`config.mk`:
```
export PLATFORM = sky130hd
export DESIGN_NAME = io_sequencer
export DESIGN_NICKNAME = d
export VERILOG_FILES = /design/src/rtl/io_sequencer.sv
export SDC_FILE = /design/constraint.sdc
export NUM_CORES = 1
export LEC_CHECK = 0
export BUFFER_PORTS_ARGS = -buffer_cell sky130_fd_sc_hd__buf_2
export CORE_MARGIN = 2
export CORE_UTILIZATION = 35
export CTS_CLUSTER_SIZE = 40
export DETAILED_ROUTE_END_ITERATION = 8
export GPL_TIMING_DRIVEN = 1
export HOLD_SLACK_MARGIN = 0.02
export SLEW_MARGIN = 20
export SYNTH_ARGS = -nofsm -noshare
export SYNTH_HDL_FRONTEND = slang
export SYNTH_SLANG_ARGS = --single-unit
```
`constraint.sdc`:
```
create_clock -name clk -period 2.5 [get_ports clk]
set_input_delay 0.125 -clock clk [delete_from_list [all_inputs] [get_ports clk]]
set_output_delay 0.125 -clock clk [all_outputs]
set_load 0.02 [all_outputs]
```
`src/rtl/io_sequencer.sv`:
```
// rtl/io_sequencer.sv - four-phase I/O bus sequencer for one device operation
//
// Runs one I/O instruction (opcode 0..7) against a device over a four-phase
// req/ack handshake, with an abort after TIMEOUT cycles of unanswered request.
//
// Ports:
//   clk, reset_n           clock, asynchronous active-low reset
//   start, op, dev, wdata  operation request (sampled only when idle)
//   busy, done             status; done is a one-cycle completion pulse
//   rdata, skip, timeout   results, valid from done until the next start
//   io_req .. io_wdata     bus request side (all registered)
//   io_ack, io_rdata       device response

module io_sequencer #(
    parameter int TIMEOUT = 64
) (
    input  logic        clk,
    input  logic        reset_n,
    input  logic        start,
    input  logic [2:0]  op,
    input  logic [6:0]  dev,
    input  logic [35:0] wdata,
    output logic        busy,
    output logic        done,
    output logic [35:0] rdata,
    output logic        skip,
    output logic        timeout,
    output logic        io_req,
    output logic        io_write,
    output logic        io_cond_sel,
    output logic [6:0]  io_dev_o,
    output logic [35:0] io_wdata,
    input  logic        io_ack,
    input  logic [35:0] io_rdata
);

    typedef enum logic [1:0] {
        S_IDLE,
        S_REQ,
        S_REL,
        S_DONE
    } state_t;

    localparam logic [7:0] CNT_LAST = 8'(TIMEOUT - 1);

    state_t      state_q;
    logic [2:0]  op_q;
    logic [7:0]  cnt_q;
    logic [7:0]  cnt_d;
    logic        busy_q;
    logic        done_q;
    logic [35:0] rdata_q;
    logic        skip_q;
    logic        timeout_q;
    logic        io_req_q;
    logic        io_write_q;
    logic        io_cond_sel_q;
    logic [6:0]  io_dev_q;
    logic [35:0] io_wdata_q;

    // The latched write data doubles as the test mask for CONSZ/CONSO.
    logic        mask_hit;
    logic        skip_d;

    always_comb begin
        cnt_d    = cnt_q + 8'd1;
        mask_hit = |(io_rdata & io_wdata_q);
        skip_d   = 1'b0;
        if (op_q == 3'd6) begin
            skip_d = ~mask_hit;
        end else if (op_q == 3'd7) begin
            skip_d = mask_hit;
        end
    end

    always_ff @(posedge clk or negedge reset_n) begin
        if (!reset_n) begin
            state_q       <= S_IDLE;
            op_q          <= 3'd0;
            cnt_q         <= 8'd0;
            busy_q        <= 1'b0;
            done_q        <= 1'b0;
            rdata_q       <= 36'd0;
            skip_q        <= 1'b0;
            timeout_q     <= 1'b0;
            io_req_q      <= 1'b0;
            io_write_q    <= 1'b0;
            io_cond_sel_q <= 1'b0;
            io_dev_q      <= 7'd0;
            io_wdata_q    <= 36'd0;
        end else begin
            case (state_q)
                S_IDLE: begin
                    if (start) begin
                        op_q          <= op;
                        io_write_q    <= (op == 3'd2) || (op == 3'd3) || (op == 3'd4);
                        io_cond_sel_q <= op[2];
                        io_dev_q      <= dev;
                        io_wdata_q    <= wdata;
                        rdata_q       <= 36'd0;
                        skip_q        <= 1'b0;
                        timeout_q     <= 1'b0;
                        cnt_q         <= 8'd0;
                        io_req_q      <= 1'b1;
                        busy_q        <= 1'b1;
                        state_q       <= S_REQ;
                    end
                end
                S_REQ: begin
                    // An ack arriving on the final allowed cycle still wins.
                    if (io_ack) begin
                        if (!io_write_q) begin
                            rdata_q <= io_rdata;
                            skip_q  <= skip_d;
                        end
                        io_req_q <= 1'b0;
                        state_q  <= S_REL;
                    end else if (cnt_q == CNT_LAST) begin
                        timeout_q <= 1'b1;
                        rdata_q   <= 36'd0;
                        skip_q    <= 1'b0;
                        io_req_q  <= 1'b0;
                        state_q   <= S_REL;
                    end else begin
                        cnt_q <= cnt_d;
                    end
                end
                S_REL: begin
                    if (!io_ack) begin
                        done_q  <= 1'b1;
                        state_q <= S_DONE;
                    end
                end
                S_DONE: begin
                    done_q  <= 1'b0;
                    busy_q  <= 1'b0;
                    state_q <= S_IDLE;
                end
                default: begin
                    state_q <= S_IDLE;
                end
            endcase
        end
    end

    assign busy        = busy_q;
    assign done        = done_q;
    assign rdata       = rdata_q;
    assign skip        = skip_q;
    assign timeout     = timeout_q;
    assign io_req      = io_req_q;
    assign io_write    = io_write_q;
    assign io_cond_sel = io_cond_sel_q;
    assign io_dev_o    = io_dev_q;
    assign io_wdata    = io_wdata_q;

endmodule

```
After elaboration in Yosys (flattened, before gate mapping)
Index checks and enable logic that the tools add are counted.
Widths: inputs -> output; s select.
Storage, ports and cells
  bits in registers: 99
  logic and storage cells: 77
Cells by class
  add/sub/neg operators: 1
  eq/ne operators: 16
  multiplexer cells: 30
  bitwise operators: 2
  reduce and logical (&&, ||, !) cells: 15
Operators by type and width (count)
  $mux 36: 4
  $pmux 36 s2: 1
  $and 36x36->36: 1
  $reduce_or 36->1: 1
  $mux 8: 3
  $pmux 8 s2: 1
  $reduce_and 4->1: 3
  $mux 1: 11
  $ne 2x2->1 const B: 5
  $pmux 1 s2: 5
  $eq 3x3->1 const B: 3
  $add 8x1->8 const B: 1
  $eq 8x6->1 const B: 1
  $mux 2: 4
  $pmux 2 s4: 1
  $eq 3x2->1 const B: 2
  $ne 3x3->1 const B: 2
  $reduce_and 2->1: 3
  $reduce_and 3->1: 2
  $reduce_bool 2->1: 3
  $eq 2x2->1 const B: 2
  $eq 2x1->1 const B: 1
  $logic_not 2->1: 1
  $logic_or 1x1->1: 2
  $not 1->1: 1

Depth between registers and ports, before layout
  depth in word-level cells: 7
  mapped depth: 9
  gate-level depth less buffers: 7

Least setup slack after synthesis
OpenSTA, ideal clock, no wires.
  kind: register -> register
  start point: register state_q[1]
  end point: register cnt_q[3]
  arrival: 1.623 ns
  data required time: 2.367 ns
  setup slack: 0.744 ns
  cell stages (with the launch flop): 8
  period minus slack after synthesis: 1.756 ns
  path through: dfrtp_1 inv_1 ha_1 nand2b_1 a311oi_2 nor2b_1 xnor2_1 nor2_1
Between the ends
  cells in the longest elaborated chain, start to end: 3
  elaborated cells on any way between the ends: 8
  those cells by class: 4 x eq/ne; 1 x mux; 3 x reduce/logical
Ends and longest elaborated chain
  start: declaration: line 46  | state_t state_q;
  start signal: assignment: line 78  | state_q <= S_IDLE;
  start signal: assignment: line 106  | state_q <= S_REQ;
  start signal: assignment: line 117  | state_q <= S_REL;
  $eq 2x1->1 or $logic_not 2->1 (tied branches): line 92  | case (state_q)
  $ne 2x2->1 (no line) or $reduce_bool 2->1 (tied branches)
  $reduce_and 4->1 (no line)
  end signal: assignment: line 125  | cnt_q <= cnt_d;
  end: declaration: line 48  | logic [7:0] cnt_q;
Parallel ways exist; a longest one is shown, timed or not.
A chain may end at the register's enable or synchronous reset.

Worst setup path in the final report
  start point: register state_q[1]
  end point: register skip_q, in the netlist skip
Between the ends
  cells in the longest elaborated chain, start to end: 3
  elaborated cells on any way between the ends: 8
  those cells by class: 4 x eq/ne; 1 x mux; 3 x reduce/logical
Ends and longest elaborated chain
  $eq 2x1->1 or $logic_not 2->1 (tied branches): line 92
  $ne 3x3->1 (no line), or another cell as far along
  $reduce_and 4->1 (no line)
  end signal: assignment: line 114  | skip_q <= skip_d;
  end: declaration: line 53  | logic skip_q;
Parallel ways exist; a longest one is shown, timed or not.

==> results.json <==
{
  "status": "complete, no violations",
  "end_kind": "flop",
  "final_net_count": 678,
  "worstHoldPathType": "input port to flop",
  "die_x_um": 113,
  "critPathMaxStageDelay_ps": 410,
  "vias": 3551,
  "clkLatencyLatePin_ps": 340,
  "syn_avg_cell_area_um2": 11.3,
  "numCtsBuffers": 9,
  "dp_slack_ps": 441,
  "synth.area.top_cells": "dfrtp_1 59%, mux2_2 12%, nand2_1 7.1%, a22oi_1 3.2%, o21ai_0 3.0%",
  "ys_async_sr_fraction_pct": 100,
  "grt_setup_unrepaired": "false",
  "ys_types": 38,
  "worstMarginPinSlew_ps": 761,
  "crit_fanout": 37,
  "grt_usage_pct": 18.4,
  "cp_slowest_cell": "a2111o_1",
  "crit_top_cell": "nand3_1",
  "yosysSeqAreaShare_pct": 58.7,
  "portBuffers": 171,
  "synth_top_area_share_pct": 58.7,
  "die_y_um": 113,
  "pin_count": 172,
  "drive_above_1_share_pct": 40.4,
  "powerDensity_nw_per_um2": 1240,
  "cts_setup_buffers": 0,
  "wl_per_cell_um": 15.5,
  "area_growth_pct": 42.0,
  "core.rowCount": 39,
  "critPathRequiredTime_ps": 2780,
  "postSynth.topFlopCell": "dfrtp_1",
  "cts_sinks": 98,
  "grt_pass1_wl_mm": 18.6,
  "period_minus_slack_ps": 2060,
  "place.gp.congestion": 0.760,
  "drc": 0,
  "max_cap_violations": 0,
  "cts.path.max_buffers": 2,
  "clk_pin_slew_ps": 60,
  "synth_nets": 460,
  "crit_type": "flop to flop",
  "relSlewSlack_pct": 49.3,
  "drv_slew": 0,
  "fin_crit_sh_pct": 82.5,
  "multi_input_area_um2": 1640,
  "h-tree-depth": 3,
  "antenna_found_initial": 0,
  "setup_viol": 0,
  "drtIter0Drc": 168,
  "reg2regPathDepth": 7,
  "antenna_cells": 0,
  "syn_inst": 369,
  "start_util_pct": 36.3,
  "synth_edf_count": 0,
  "start_kind": "flop",
  "fmax_ghz": 0.485,
  "core_area_um2": 11500,
  "synth_area_um2": 4180,
  "root_buffer": "clkbuf_16",
  "seqCellArea_um2": 2450,
  "grt_pass1_vias": 3755,
  "final_hold_viol_count": 0,
  "cts_tree": "yes",
  "first_pass_iters": 4,
  "hold_path_depth": 3,
  "cts.repair.resized": 0,
  "setup_ws_ps": 437,
  "yosys.area.top_type": "dfrtp_1",
  "critPathArrivalTime_ps": 2340,
  "grt_max_degree": 57,
  "via_per_inst": 4.85,
  "p_leak_uw": 0.00289,
  "fillers": 1029,
  "yosysWarningCount": 0,
  "synth_seq_cells": 98,
  "wl_mm": 11.3,
  "peakVddDrop_mv": 0.489,
  "die-area_um2": 12800,
  "finalClockSkew_ps": 5.17,
  "crit_chain": "inv_1 > ha_1 > and2_1 > buf_4 > nand3_1 > a2111o_1 > nand3_1",
  "dpl.hpwl_mm": 8.17,
  "setup_tns_ps": 0,
  "postRouteAntennaNets": 0,
  "grt_overflow": 0
}
worst max-delay path, delay by kind of cell, from the launching register on:
kind            cells  cell delay, ps
flops               1             400
compound gates      1             410
simple gates        3             430
buf+inv             2             450
fa+ha+maj           1             290
metrics by stage:
stage	hold WS (ps)	total power (uW)	cells	cell area [um2]	util, %
floorplan	-171	4890	369	4180	-
detailed placement	239	6150	672	5220	45.4
global placement	234	6040	672	5220	45.4
global route	32.5	7850	732	5940	51.5
CTS	20.3	7440	732	5940	51.5
finish	28.7	7350	732	5940	51.5
routing by layer:
metal	up-vias	global-route usage (%)	share of wire, %
li1	1732	-	-
met1	1693	23.0	44
met2	104	30.7	48
met3	22	3.64	5.0
met4	0	8.70	2.7
met5	-	0	0
Yosys cell counts (all sizes together) (3+ instances only):
| cell type | instances |
|---|---|
| a21oi | 7 |
| a22oi | 18 |
| buf | 11 |
| clkbuf | 6 |
| dfrtp | 98 |
| ha | 5 |
| inv | 4 |
| mux2 | 46 |
| nand2 | 79 |
| nand3 | 5 |
| nand4 | 4 |
| nor2 | 14 |
| nor2b | 3 |
| o21ai | 41 |
| xor2 | 4 |
where the power goes:
part	internal (uW)	total [uW]	switching (uW)
Combinational	1340	3400	2070
Clock	658	1210	555
Sequential	2280	2730	454
cell families (layout without fill, tap and decap cells):
group,after synthesis,in the layout,synth area share [%]
buffers and inverters,21,241,2.24
AOI/OAI and AO/OA,76,76,11.5
muxes,48,48,12.9
adders and majority gates,5,5,1.50
DFF,98,98,58.7
xor gates and xnor gates,5,5,1.05
and+or+nand+nor,116,116,12.2
timing repair:
item / CTS / global route
hold endpoints to repair: 101 / 0
setup endpoints to repair: 0 / 0
hold buffers: 47 / 0
final timing paths:
path | end | slack [ps] | from
hold reg to reg | rdata[28] | 480 | rdata[28]
hold / removal | rdata[22] | 30 | io_rdata[22]
min in group asynchronous | io_wdata[35] | 390 | reset_n
max in group asynchronous | io_wdata[31] | 1430 | reset_n
setup reg to reg | skip | 440 | state_q[1]
setup / recovery | skip | 440 | state_q[1]
area by class of cell:
class                           instances  area share, %
Sequential cell                        98           41.3
Multi-Input combinational cell        250           27.6
Timing Repair Buffer                  224           23.8
Clock buffer                           12           3.98
Tap cell                              143           3.01
Inverter                                4          0.253
Clock inverter                          1         0.0843
registers in the layout, indices dropped and copies added (netlist names):
| name | flops |
|---|---|
| rdata | 36 |
| io_dev_o | 7 |
| done | 1 |
| timeout | 1 |
| io_wdata | 36 |
| state_q | 2 |
| io_cond_sel | 1 |
| io_req | 1 |
| busy | 1 |
| io_write | 1 |
| op_q | 2 |
| cnt_q | 8 |
| skip | 1 |
cells in the final DEF, fill, tap and decap left out, drive strengths merged, types with 2 or more instances in the layout:
cell type | synthesis | routed
buf | 11 | 177
and2 | 2 | 2
ha | 5 | 5
xor2 | 4 | 4
clkbuf | 6 | 12
and4 | 2 | 2
nand3 | 5 | 5
nand4 | 4 | 4
o21ai | 41 | 41
inv | 4 | 4
o211ai | 2 | 2
a21oi | 7 | 7
nor2b | 3 | 3
nand2 | 79 | 79
mux2i | 2 | 2
nor2 | 14 | 14
mux2 | 46 | 46
dlygate4sd3 | 0 | 47
dfrtp | 98 | 98
nand2b | 2 | 2
a22oi | 18 | 18
Power figures use the tool's default switching activity.
